[src/rtl/led_pkg.sv]
// Shared definitions for the LED breathing controller: FSM state codes and
// the PWM full-scale helper.
package led_pkg;

  localparam logic [1:0] ST_IDLE = 2'd0;
  localparam logic [1:0] ST_RISE = 2'd1;
  localparam logic [1:0] ST_ON   = 2'd2;
  localparam logic [1:0] ST_FALL = 2'd3;

  // Largest duty value representable with pwm_bits of resolution.
  function automatic int unsigned duty_max(input int unsigned pwm_bits);
    return (32'd1 << pwm_bits) - 32'd1;
  endfunction

endpackage

[src/rtl/led_breathe_pwm_gen.sv]
// Free-running PWM with period-aligned duty reload and an active-low output.
// LED_BREATHE_GAMMA_EN selects a squared (perceptual) duty mapping at reload.
module pwm_gen
  import led_pkg::*;
#(
  parameter int unsigned PWM_BITS = 8
) (
  input  logic                clk,
  input  logic                rst,
  input  logic [PWM_BITS-1:0] duty,
  input  logic                force_on,
  output logic                pwm_n,
  output logic                period_end
);

  localparam logic [PWM_BITS-1:0] DUTY_MAX = PWM_BITS'(duty_max(PWM_BITS));
  localparam logic [PWM_BITS-1:0] CNT_ZERO = {PWM_BITS{1'b0}};
  localparam logic [PWM_BITS-1:0] CNT_ONE  = {{(PWM_BITS-1){1'b0}}, 1'b1};

  logic [PWM_BITS-1:0] pwm_cnt_r;
  logic [PWM_BITS-1:0] duty_q_r;
  logic [PWM_BITS-1:0] duty_map_s;
  logic                pwm_n_r;

`ifdef LED_BREATHE_GAMMA_EN
  // Upper half of the squared duty; full scale lands one below DUTY_MAX.
  function automatic logic [PWM_BITS-1:0] gamma_map(input logic [PWM_BITS-1:0] lin);
    logic [2*PWM_BITS-1:0] sq;
    sq = {{PWM_BITS{1'b0}}, lin} * {{PWM_BITS{1'b0}}, lin};
    return sq[2*PWM_BITS-1:PWM_BITS];
  endfunction

  assign duty_map_s = gamma_map(duty);
`else
  assign duty_map_s = duty;
`endif

  assign period_end = (pwm_cnt_r == DUTY_MAX);
  assign pwm_n      = pwm_n_r;

  // PWM counter, period-end duty reload and registered compare.
  always_ff @(posedge clk) begin
    if (rst) begin
      pwm_cnt_r <= CNT_ZERO;
      duty_q_r  <= CNT_ZERO;
      pwm_n_r   <= 1'b1;
    end else begin
      pwm_cnt_r <= pwm_cnt_r + CNT_ONE;
      if (period_end) begin
        duty_q_r <= duty_map_s;
      end else begin
        duty_q_r <= duty_q_r;
      end
      pwm_n_r <= force_on ? 1'b0 : ~(pwm_cnt_r < duty_q_r);
    end
  end

endmodule

[src/rtl/led_breathe.sv]
// LED breathing controller: ramps PWM duty up while trig is high and down
// while it is low. Optional gamma mapping via LED_BREATHE_GAMMA_EN.
module led_breathe
  import led_pkg::*;
#(
  parameter int unsigned PWM_BITS = 8,
  parameter int unsigned STEP_DIV = 16
) (
  input  logic                clk,
  input  logic                rst,
  input  logic                trig,
  output logic                led_n,
  output logic [PWM_BITS-1:0] level,
  output logic                busy
);

  localparam logic [PWM_BITS-1:0] DUTY_MAX  = PWM_BITS'(duty_max(PWM_BITS));
  localparam logic [PWM_BITS-1:0] LVL_ZERO  = {PWM_BITS{1'b0}};
  localparam logic [PWM_BITS-1:0] LVL_ONE   = {{(PWM_BITS-1){1'b0}}, 1'b1};
  localparam logic [PWM_BITS-1:0] LVL_TOP   = DUTY_MAX - LVL_ONE;
  localparam logic [15:0]         STEP_LAST = 16'(STEP_DIV - 32'd1);

  logic [1:0]          state_r;
  logic [1:0]          state_s;
  logic [PWM_BITS-1:0] level_r;
  logic [PWM_BITS-1:0] level_s;
  logic [15:0]         step_cnt_r;
  logic [15:0]         step_cnt_s;
  logic [15:0]         step_adv_s;
  logic                busy_r;
  logic                period_end_s;
  logic                step_s;
  logic                force_on_s;

  assign step_s     = period_end_s && (step_cnt_r == STEP_LAST);
  assign force_on_s = (state_r == ST_ON);

  // Step timer advance, ignoring state changes.
  always_comb begin
    step_adv_s = step_cnt_r;
    if (period_end_s) begin
      step_adv_s = step_s ? 16'd0 : (step_cnt_r + 16'd1);
    end else begin
      step_adv_s = step_cnt_r;
    end
  end

  // Fade FSM: a trig change always beats a coincident step.
  always_comb begin
    state_s = state_r;
    level_s = level_r;
    case (state_r)
      ST_IDLE: begin
        level_s = LVL_ZERO;
        if (trig) begin
          state_s = ST_RISE;
        end else begin
          state_s = ST_IDLE;
        end
      end
      ST_RISE: begin
        if (!trig) begin
          state_s = ST_FALL;
        end else if (step_s) begin
          if (level_r >= LVL_TOP) begin
            level_s = DUTY_MAX;
            state_s = ST_ON;
          end else begin
            level_s = level_r + LVL_ONE;
          end
        end else begin
          level_s = level_r;
        end
      end
      ST_ON: begin
        level_s = DUTY_MAX;
        if (!trig) begin
          state_s = ST_FALL;
        end else begin
          state_s = ST_ON;
        end
      end
      ST_FALL: begin
        if (trig) begin
          state_s = ST_RISE;
        end else if (step_s) begin
          if (level_r <= LVL_ONE) begin
            level_s = LVL_ZERO;
            state_s = ST_IDLE;
          end else begin
            level_s = level_r - LVL_ONE;
          end
        end else begin
          level_s = level_r;
        end
      end
      default: begin
        state_s = ST_IDLE;
        level_s = LVL_ZERO;
      end
    endcase
  end

  // Any state change restarts the step timer.
  always_comb begin
    step_cnt_s = step_adv_s;
    if (state_s != state_r) begin
      step_cnt_s = 16'd0;
    end else begin
      step_cnt_s = step_adv_s;
    end
  end

  // FSM, level, step timer and busy registers.
  always_ff @(posedge clk) begin
    if (rst) begin
      state_r    <= ST_IDLE;
      level_r    <= LVL_ZERO;
      step_cnt_r <= 16'd0;
      busy_r     <= 1'b0;
    end else begin
      state_r    <= state_s;
      level_r    <= level_s;
      step_cnt_r <= step_cnt_s;
      busy_r     <= (state_s == ST_RISE) || (state_s == ST_FALL);
    end
  end

  pwm_gen #(
    .PWM_BITS(PWM_BITS)
  ) u_pwm (
    .clk       (clk),
    .rst       (rst),
    .duty      (level_r),
    .force_on  (force_on_s),
    .pwm_n     (led_n),
    .period_end(period_end_s)
  );

  assign level = level_r;
  assign busy  = busy_r;

endmodule

[config.mk]
export PLATFORM = sky130hd
export DESIGN_NAME = led_breathe
export DESIGN_NICKNAME = d
export VERILOG_FILES = /design/src/rtl/led_pkg.sv /design/src/rtl/led_breathe_pwm_gen.sv /design/src/rtl/led_breathe.sv
export SDC_FILE = /design/constraint.sdc
export NUM_CORES = 1
export LEC_CHECK = 0
export ABC_AREA = 1
export CAP_MARGIN = 15
export CORE_UTILIZATION = 65
export DETAILED_ROUTE_END_ITERATION = 8
export PLACE_DENSITY_LB_ADDON = 0.1
export SKIP_CTS_REPAIR_TIMING = 1
export SLEW_MARGIN = 20
export SYNTH_ARGS = -nofsm -noshare
export SYNTH_HDL_FRONTEND = slang
export SYNTH_SLANG_ARGS = --single-unit
export TNS_END_PERCENT = 1
[constraint.sdc]
create_clock -name clk -period 3.6 [get_ports clk]
set_input_delay 0.54 -clock clk [delete_from_list [all_inputs] [get_ports clk]]
set_output_delay 0.54 -clock clk [all_outputs]
set_load 0.05 [all_outputs]
==> metrics <==
Die ar. 4560 µm²; row count 23; clock tree buffer depth 2; cell area after synthesis 2790 µm²; Buffers on Ports 12; Fmax achieved 449 MHz; Yosys cell types 33; clock skew just under 0.006 ns; setup_tns 0 ns; most frequent cells in the layout nand2_1 (71), nor2_1 (54), inv_1 (49), dfxtp_1 (43), o21ai_0 (31); syn avg cell area 6.93 µm²; Seq/Total Area, Yosys 30.8%; register bit count reported by yosys 43; Core Region 4060 µm²; R2R Setup Slk 1.42 ns; CP max FO 9; Final min period approximately 2.2 ns; final net count 425; footprint of the multi-input gates 1650 µm²; Cells after DPL approximately 450; final WL around 5800 µm; Comb pwr share around 29%; fraction of layout instances using a drive strength above 1 11.7%; Pwr Density 432 nW/µm²; Clock Sinks between 40 and 50; cell internal pwr 0.825 mW; Antenna Nets Post-Route 0; worst reg2reg path depth 12; H-tree Lvls 2; Req. time, crit path 3.06 ns; vias per cell 5.45; Root Buffer Master clkbuf_8; asr flop ratio synth 0%; delay-heaviest family, CP buffers and inverters; worst vdd ir 0.216 mV; hold_sp u_pwm.pwm_cnt_r[0]; ys flop type dfxtp_1; hold depth 1; number of global-route vias before repair about 2200; final number of hold-violating endpoints 0; post-synthesis cell count 403; syn_nets 419; Reg power frac between 40% and 50%; TritonCTS clock tree built; Total Routing Usage GR approximately 28%; Hold Path Class register to register; Finished Layout Cells 460; Initial Utilization 68.9%; Die H 67.6 µm; Crit Path Class register to output pin; layout filler cell count 329; worst path bufs/invs 1; critical path endpoint category output pin; largest net degree at the start of global routing 29; Max-Slew Margin vs Limit between 60 and 70%; Net Sw Frac 36.6%; switching power 0.476 mW; CP Cell Sequence clkdlybuf4s50_1; Yosys warnings 0; slowest stage delay, CP 0.87 ns; grt total ovfl 0; type of origin of the critical path register; CTS buffer count 5; RSZ-0062 raised after global routing no; worst path arrival time 1.69 ns; commonest non-fill, non-tap cell in the layout nand2_1; RD Place Congestion approximately 0.9; Setup Viol. Count Final 0; via count approximately 2500; Syn-to-layout area delta 7.66%; status finished clean; Clk pwr share 29.3%; DRC 0; clock slew at reported path FFs 0.08 ns; pre-CTS setup slack between 1 and 1.5 ns; Final Max Tran Viols 0; reg-to-reg endpoint step_cnt_r[5]; drt first-iter violations 124; hold path endpoint u_pwm.pwm_cnt_r[0]; Worst-Skew Late Latency 0.30 ns; DPL Wire Length 4220 µm; Post-synth EDFFs 0; initial antenna violation count 0; antenna diode count 0; first-pass GRT wire length 9690 µm; part of the cycle the worst path needs approximately 62%; worst slew pin tran 0.561 ns; max-cap viol count 0; Sequential Area 861 µm²; r2r startpoint u_pwm.pwm_cnt_r[0]; setup ws final 1.37 ns; CP max-delay cell clkdlybuf4s50_1; routed len/inst 12.5 µm; Overall Power 1.30 mW; overall die width 67.6 µm; Initial DRT Pass Iterations 4; num ports 13; LEAKAGE around 1.2 nW
[state kept, by name, summed over array words and instances, names as in the netlist]
signal / count
u_pwm.pwm_cnt_r: 8
u_pwm.pwm_n: 1
level: 8
state_r: 1
busy: 1
u_pwm.duty_q_r: 8
step_cnt_r: 16
[through the flow]
| step | hold slack [ns] | cell area [µm²] | utilization [%] |
|---|---|---|---|
| global placement | 0.455 | 2900 | 71.4 |
| finish | 0.473 | 3010 | 74.1 |
| CTS | 0.480 | 3010 | 74.1 |
| global route | 0.500 | 3010 | 74.1 |
| floorplan | 0.427 | 2790 | - |
| detailed placement | 0.460 | 2900 | 71.4 |
[worst max path at each step]
| stage | start | slack [ns] | endpoint | cells past startpoint |
|---|---|---|---|---|
| floorplan | level[0] | 1.46 | step_cnt_r[2] | 12 |
| global placement | rst | 1.34 | step_cnt_r[6] | 6 |
| finish | level[4] | 1.37 | level[4] | 1 |
| global route | level[0] | 1.25 | level[0] | 9 |
| detailed placement | rst | 1.27 | step_cnt_r[9] | 6 |
| CTS | level[4] | 1.37 | level[4] | 1 |
[layout make-up]
class,count,area share [%]
Clock buffer,5,2.29
Clock inverter,3,1.46
Inverter,54,6.74
Multi-Input combinational cell,293,54.8
Sequential cell,43,28.6
Tap cell,50,2.08
Timing Repair Buffer,12,3.99
[cells in the mapped netlist (2+ instances only)]
master     n  area [µm²]
nand4_1   11        68.8
buf_2      7        35.0
dfxtp_1   43         861
o21ai_0   31         155
ha_1      13         163
nand3_2    5        50.1
nor3_1     8        40.0
a31oi_1    4        25.0
xor2_1    13         114
nand2_2    7        43.8
xnor2_1    2        17.5
nand2_1   71         267
nor2_4    12         135
a21oi_1   25         125
inv_1     49         184
o22ai_1    2        12.5
inv_2      4        15.0
clkbuf_1   3        11.3
nand3_1   20         100
nor2_2     7        43.8
nor2_1    54         203
[kinds of logic (layout without fill, tap and decap cells)]
group | after synthesis | after routing | share of synthesized area, %
flip-flops | 43 | 43 | 30.8
AO/OA/AOI/OAI | 64 | 64 | 11.9
buffers and inverters | 67 | 74 | 10.2
XOR/XNOR | 15 | 15 | 4.70
AND/OR/NAND/NOR | 201 | 201 | 36.6
adder cells (fa/ha/maj) | 13 | 13 | 5.82
[power groups by stage]
| stage | Clock, mW | Combinational [mW] | Sequential [mW] |
|---|---|---|---|
| floorplan | 0 | 0.230 | 0.611 |
| global placement | 0 | 0.368 | 0.555 |
| detailed placement | 0 | 0.372 | 0.555 |
| CTS | 0.390 | 0.374 | 0.544 |
| global route | 0.406 | 0.413 | 0.550 |
| finish | 0.381 | 0.374 | 0.545 |
[routing by layer]
metal	track usage, %	share of wire, %
met5	0	0
met4	11.2	1.4
met3	5.57	4.3
met2	50.2	52
met1	32.7	42
Note: power is estimated with default switching activity, not from simulation.
